--- config.mk ---
export PLATFORM = sky130hd
export DESIGN_NAME = iter_mul
export DESIGN_NICKNAME = d
export VERILOG_FILES = /design/src/rtl/iter_mul.sv
export SDC_FILE = /design/constraint.sdc
export NUM_CORES = 1
export LEC_CHECK = 0
export ABC_AREA = 1
export CAP_MARGIN = 20
export CORE_ASPECT_RATIO = 1.1
export CORE_MARGIN = 2
export CORE_UTILIZATION = 30
export DETAILED_ROUTE_END_ITERATION = 6
export GPL_TIMING_DRIVEN = 0
export HOLD_SLACK_MARGIN = 0.06
export SLEW_MARGIN = 15
export SYNTH_ARGS = -nofsm -noshare
export SYNTH_HDL_FRONTEND = slang
export SYNTH_SLANG_ARGS = --single-unit
--- constraint.sdc ---
create_clock -name clk -period 10.2 [get_ports clk]
set_input_delay 1.02 -clock clk [delete_from_list [all_inputs] [get_ports clk]]
set_output_delay 1.02 -clock clk [all_outputs]
set_load 0.05 [all_outputs]
--- src/rtl/iter_mul.sv ---
// rtl/iter_mul.sv - iterative radix-2 shift-add multiplier, signed or unsigned, WIDTH+1 cycle latency
//
// Ports:
//    clk        rising-edge clock
//    rst        asynchronous active-high reset
//    start      begin a multiply (accepted only while idle)
//    sign_flag  1 = two's-complement operands, 0 = unsigned; captured with start
//    A, B       multiplicand / multiplier; captured with start
//    HI, LO     upper / lower halves of the 2*WIDTH-bit product, updated only on completion
//    busy       high while an operation is in flight
//    done       one-cycle pulse when HI/LO carry a new result
module iter_mul #(
   parameter int WIDTH = 32
) (
   input  logic             clk,
   input  logic             rst,
   input  logic             start,
   input  logic             sign_flag,
   input  logic [WIDTH-1:0] A,
   input  logic [WIDTH-1:0] B,
   output logic [WIDTH-1:0] HI,
   output logic [WIDTH-1:0] LO,
   output logic             busy,
   output logic             done
);

   localparam int            CW        = $clog2(WIDTH + 1);
   localparam logic [CW-1:0] LAST_STEP = CW'(WIDTH - 1);

   typedef enum logic [1:0] {
      IDLE = 2'd0,
      CALC = 2'd1,
      FIN  = 2'd2
   } state_t;

   state_t             state;
   logic [CW-1:0]      cnt;
   logic [WIDTH-1:0]   mcand;
   logic [2*WIDTH-1:0] acc;
   logic               neg;

   logic [WIDTH-1:0]   a_mag;
   logic [WIDTH-1:0]   b_mag;
   logic [WIDTH:0]     add_sum;
   logic [2*WIDTH-1:0] acc_step;
   logic [2*WIDTH-1:0] result;

   // Operands are multiplied as unsigned magnitudes and the sign is applied
   // once at the end. The most-negative value negates to itself, which read
   // as unsigned is exactly 2^(WIDTH-1), so no extra bit is needed.
   always_comb begin
      a_mag = (sign_flag && A[WIDTH-1]) ? -A : A;
      b_mag = (sign_flag && B[WIDTH-1]) ? -B : B;
   end

   // acc = {partial product high half, remaining multiplier bits}. The add
   // is one bit wider than the high half so its carry survives the shift.
   always_comb begin
      add_sum  = {1'b0, acc[2*WIDTH-1:WIDTH]} + {1'b0, (acc[0] ? mcand : '0)};
      acc_step = {add_sum, acc[WIDTH-1:1]};
      result   = neg ? -acc : acc;
   end

   assign busy = (state != IDLE);

   always_ff @(posedge clk or posedge rst) begin
      if (rst) begin
         state <= IDLE;
         cnt   <= '0;
         mcand <= '0;
         acc   <= '0;
         neg   <= 1'b0;
         HI    <= '0;
         LO    <= '0;
         done  <= 1'b0;
      end else begin
         done <= 1'b0;
         case (state)
            IDLE: begin
               if (start) begin
                  mcand <= a_mag;
                  acc   <= {{WIDTH{1'b0}}, b_mag};
                  neg   <= sign_flag & (A[WIDTH-1] ^ B[WIDTH-1]);
                  cnt   <= '0;
                  state <= CALC;
               end
            end
            CALC: begin
               acc <= acc_step;
               cnt <= cnt + CW'(1);
               if (cnt == LAST_STEP) begin
                  state <= FIN;
               end
            end
            FIN: begin
               {HI, LO} <= result;
               done     <= 1'b1;
               state    <= IDLE;
            end
            default: begin
               state <= IDLE;
            end
         endcase
      end
   end

endmodule
---- Word level (Yosys, flattened, before mapping) ----
Cells that the tools add are included.
storage, ports and cells
  flip-flop bits (word level) ............. 170
  bits in latches ......................... 0
  RAM bits ................................ 0
  memory bits (read-only) ................. 0
  input port bits ......................... 68
  output and inout port bits .............. 66
  memories ................................ 0
operators by class
  add/sub/neg operators ................... 5
  multiply operators ...................... 0
  div/mod/pow operators ................... 0
  magnitude comparators ................... 0
  equal/unequal tests ..................... 5
  shifts and indexed selects .............. 0
  muxes and demuxes ....................... 12
  bitwise operators ....................... 2
  reductions and logical operators ........ 8
operators by type and width
  operator                                       number
  two-way mux 64 bit                             2
  case mux 64 bit (2 select lines)               1
  two-way mux 32 bit                             3
  negation 32 bit                                2
  negation 64 bit                                1
  adder 32 x 32 -> 33 bit                        1
  case mux 6 bit (2 select lines)                1
  adder 6 x 1 -> 6 bit, second input constant    1
  == test 6 x 5 -> 1 bit, second input constant  1
  two-way mux 6 bit                              1
  AND reduction 2 bit                            3
  two-way mux 2 bit                              2
  != test 2 bit, second input constant           2
  case mux 2 bit (2 select lines)                1
  nonzero test 2 bit                             2
  == test 2 x 1 -> 1 bit, second input constant  1
  == test 2 bit, second input constant           1
  logical AND 1 bit                              2
  logical NOT 2 bit                              1
  bitwise AND 1 bit                              1
  two-way mux 1 bit                              1
  bitwise XOR 1 bit                              1

---- Logic depth before layout (Yosys ltp) ----
  depth after elaboration ................. 4
  depth in mapped cells ................... 18
  mapped depth without buffers ............ 16

---- Worst setup path after synthesis ----
Ideal clock, no wire load.
  path kind ............................... register -> register
  from .................................... register acc[0]
  to ...................................... register acc[47]
  arrival ................................. 2.199 ns
  required time ........................... 10.074 ns
  slack ................................... 7.875 ns
  cell stages (with the launch flop) ...... 18
  path buffers ............................ 2
  period minus slack after synthesis ...... 2.325 ns
  cells stage by stage .................... dfrtp_1 -> buf_6 -> clkbuf_1 -> nand2_1 -> inv_1 -> ha_1 -> inv_1 -> fa_1 -> inv_1 -> nand3_1 -> nand3_1 -> nand2_1 -> nand2_1 -> inv_1 -> o21ai_0 -> nand2_1 -> nand2_1 -> o21ai_0
on the way
  word-level cells in the longest chain between the ends .. 3
ends and longest elaborated chain
  what                              RTL line  source
  start, declared                   39        logic [2*WIDTH-1:0] acc;
  start signal, assigned            82        acc <= {{WIDTH{1'b0}}, b_mag};
  start signal, assigned            89        acc <= acc_step;
  two-way mux 32 bit                59        add_sum = {1'b0, acc[2*WIDTH-1:WIDTH]} + {1'b0, (acc[0] ? mcand : '0)};
  adder 32 x 32 -> 33 bit           59
  case mux 64 bit (2 select lines)  78        case (state)
Every way passes these cells.
A chain may end at the register's enable or synchronous reset.

---- Worst setup path after layout ----
Same ends and word-level chain as after synthesis.

==> summary.md <==
| Metric | Value |
|---|---|
| Run status | `completed` |
| CP endpoint kind | `flop` |
| Synth unique cells | `53` |
| Ys Warns | `0` |
| Worst flop-to-flop path endpoint | `acc[47]` |
| Top post-synthesis cells by area | `dfrtp_1 33%, nand2_1 21%, inv_1 7.0%` |
| CTS clock-pin slew for the worst setup and hold paths | `0.07 ns` |
| Synthesized cell area | `13100 um2` |
| Via density | `approximately 5` |
| Starting Density | `0.303` |
| Largest net degree at the start of global routing | `109` |
| Dpl hpwl | `about 37 mm` |
| Final setup fails | `0` |
| Setup TNS | `0 ns` |
| Io pins | `approximately 130` |
| Initial DRC Count | `a little over 1000` |
| Leak | `roughly 8 nW` |
| Measured slew at the worst slew-check pin | `0.773 ns` |
| DR vias | `roughly 14000` |
| Clock Power Share | `0.143` |
| Switching Fraction | `0.534` |
| Final setup margin | `just over 7 ns` |
| Clock root cell | `clkbuf_16` |
| FP Rows | `80` |
| Ant. Diodes | `0` |
| Synth Area in Adders | `0.0360` |
| Die Ht | `~220 um` |
| Max Slew Vio Count | `0` |
| Simple-gate area share of the yosys netlist | `0.410` |
| Register bit total from synthesis | `between 150 and 200` |
| Synth Area in Compound Gates | `0.0993` |
| Startpoint types | `flop` |
| Chip width | `approximately 200 um` |
| Comb power frac | `0.572` |
| Total track usage | `0.205` |
| Critical setup path kind | `flop to flop` |
| Final Hold Viols | `0` |
| Detailed Routing Iterations Pass 1 | `6` |
| Cell internal pwr | `~2.2 mW` |
| Sequential share of power | `0.285` |
| Non-filler cells, final | `~2800` |
| R2r setup slk | `around 7 ns` |
| Slew HR | `0.485` |
| CTS tree | `built` |
| GPL Wtd Cong | `roughly 0.95` |
| Layout cells sized above 1 | `0.0558` |
| DR WL/cell | `~16 um` |
| Worst Hold Launch | `HI[13]` |
| Max Buffers Root-to-Sink | `2` |
| Worst Hold Endpoint | `HI[13]` |
| Tot Pwr | `~4.7 mW` |
| Register area share after synthesis | `0.325` |
| Gate Count Post-Synth | `roughly 2100` |
| Layout Cell Area excl Fill | `~16000 um2` |
| DRT antenna net count | `0` |
| XOR/XNOR Fraction of Synth Area | `0.0375` |
| Peak supply drop | `about 0.12 mV` |
| Beginning of the worst register-to-register path | `acc[0]` |
| Worst Hold Path Cells | `2` |
| Quantity of hold-fixing buffers added after cts | `0` |
| Min-delay worst type | `flop to flop` |
| Core Area | `roughly 43000 um2` |
| Mux share of post-synthesis cell area | `0` |
| H-tree Lvls | `4` |
| Clock skew | `between 0.02 and 0.025 ns` |
| CTS Sinks | `170` |
| Period minus WS final | `just over 3 ns` |
| Final Core Density | `0.365` |
| Post-route DRC violation count | `0` |
| Vias in the first global route | `about 13000` |
| Sw power | `2.51 mW` |
| Placed inst area | `approximately 15000 um2` |
| Worst path arrival time | `around 3.4 ns` |
| Skew-Pair Late Insertion Delay | `approximately 0.47 ns` |
| Post-CTS Setup Bufs | `0` |
| Top cell type's share of synthesized area | `0.325` |
| Final wirelength | `~46 mm` |
| Post-CTS sizing | `0` |
| FF-to-FF path depth | `17` |
| Synthesized Nets | `~2200` |
| GRT overflow | `0` |
| Pwr/cell area | `299 nW/um2` |
| IO Port Bufs | `around 130` |
| Maximum clock rate | `approximately 0.33 GHz` |
| Main combinational cell family by area after synthesis | `simple AND/OR/NAND/NOR gates` |
| Post-Place Cells | `~2800` |
| RSZ-0062 raised after global routing | `no` |
| Fin crit share | `0.299` |
| Syn-to-layout area delta | `20.5%` |
| First-pass GRT wire length | `around 73 mm` |
| Post-synth top area cell | `dfrtp_1` |
| Req. time, crit path | `roughly 11 ns` |
| Post-Place Worst Slack | `7.20 ns` |
| Layout Nets | `around 2300` |
| Avg Synthesized Cell Area | `between 6 and 7 um2` |
| Max cap viols | `0` |
| Initial antenna violation count | `0` |
| Die ar. | `45300 um2` |
| Hold slack | `0.481 ns` |
| CTS Buf Count | `17` |
| Worst-path fanout max | `10` |
[logic make-up after synthesis]
family,count (synthesis)
AO/OA/AOI/OAI,226
XOR/XNOR,56
adder cells (fa/ha/maj),37
buffers and inverters,310
flip-flops,170
AND/OR/NAND/NOR,1256
[critical path: stages (launching register included)]
cell      delay [ns]
dfrtp_1         0.35
buf_6           0.14
clkbuf_1        0.37
nand2_1         0.12
inv_1           0.11
ha_1            0.22
inv_1           0.07
fa_1            0.41
inv_1           0.11
nand3_1         0.08
nand3_1         0.17
nand2_1         0.07
nand2_1         0.14
inv_1           0.05
o21ai_0         0.28
nand2_1         0.09
nand2_1         0.06
o21ai_0         0.09
[how the worst max path moves through the flow]
stage,from,to,slack [ns],depth (start not counted)
after floorplan,rst,HI[0],4.58,1
final,acc[0],acc[47],7.15,17
after global routing,acc[0],acc[47],6.85,17
after detailed placement,acc[0],acc[47],7.20,17
after CTS,acc[0],acc[47],7.17,17
after global placement,rst,mcand[22],2.26,2
[layout by cell type, fill, tap and decap left out, drive strengths merged, types with 2 or more instances in the layout]
master         instances
nand3                183
o211ai                 2
nor2                 245
o22ai                  7
or2                   11
xor2                  48
o21a                   2
buf                   27
nand4                 21
xnor2                  8
a22oi                 24
nand2                757
nor4                   7
o21ai                128
a21oi                 44
o21bai                 7
inv                  262
a31oi                  5
and3                   2
nand3b                11
nor3                  17
clkinv                 7
ha                    36
clkbuf                46
o221ai                 2
clkdlybuf4s50        133
and2                   2
dfrtp                170
[layout make-up]
| type | count | area [um2] |
|---|---|---|
| Inverter | 255 | 965 |
| Tap cell | 574 | 718 |
| Multi-Input combinational cell | 1575 | 7620 |
| Fill cell | 4718 | 27400 |
| Buffer | 55 | 243 |
| Clock inverter | 15 | 170 |
| Clock buffer | 17 | 425 |
| Timing Repair Buffer | 134 | 1360 |
| Sequential cell | 170 | 4250 |
[flip-flops by register name, summed over array words and instances, names as in the netlist]
signal  cells
acc        64
mcand      32
cnt         6
done        1
HI         32
LO         32
state       2
neg         1
[cells in the mapped netlist, drive strengths merged]
cell,n
nand2,757
dfrtp,170
xor2,48
o31ai,1
a31oi,5
fa,1
a22o,1
buf,26
nor2,245
o21bai,7
clkinv,2
clkbuf,29
nand4,21
nor4,7
a21o,1
o22ai,7
a21oi,44
nand3,183
and2,2
o211ai,2
o21a,2
inv,253
o21ai,128
a21boi,1
ha,36
o2111ai,1
xnor2,8
and3,2
a22oi,24
or2,11
o221ai,2
nand3b,11
nor3,17
[routing by layer]
layer / global-route usage / part of all wire / up-vias
met1: 0.279 / 0.47 / 6382
met2: 0.343 / 0.46 / 453
met5: 0 / 0 / -
met4: 0.0593 / 0.023 / 0
met3: 0.0238 / 0.049 / 71
li1: - / - / 6850
[power groups by stage]
| stage | registers (mW) | clock network [mW] | logic [mW] |
|---|---|---|---|
| floorplan | 1.49 | 0 | 1.64 |
| global placement | 1.34 | 0 | 2.64 |
| detailed placement | 1.34 | 0 | 2.68 |
| CTS | 1.33 | 0.685 | 2.69 |
| global route | 1.38 | 0.710 | 3.02 |
| finish | 1.34 | 0.675 | 2.69 |
Note: power is estimated with default switching activity, not from simulation.
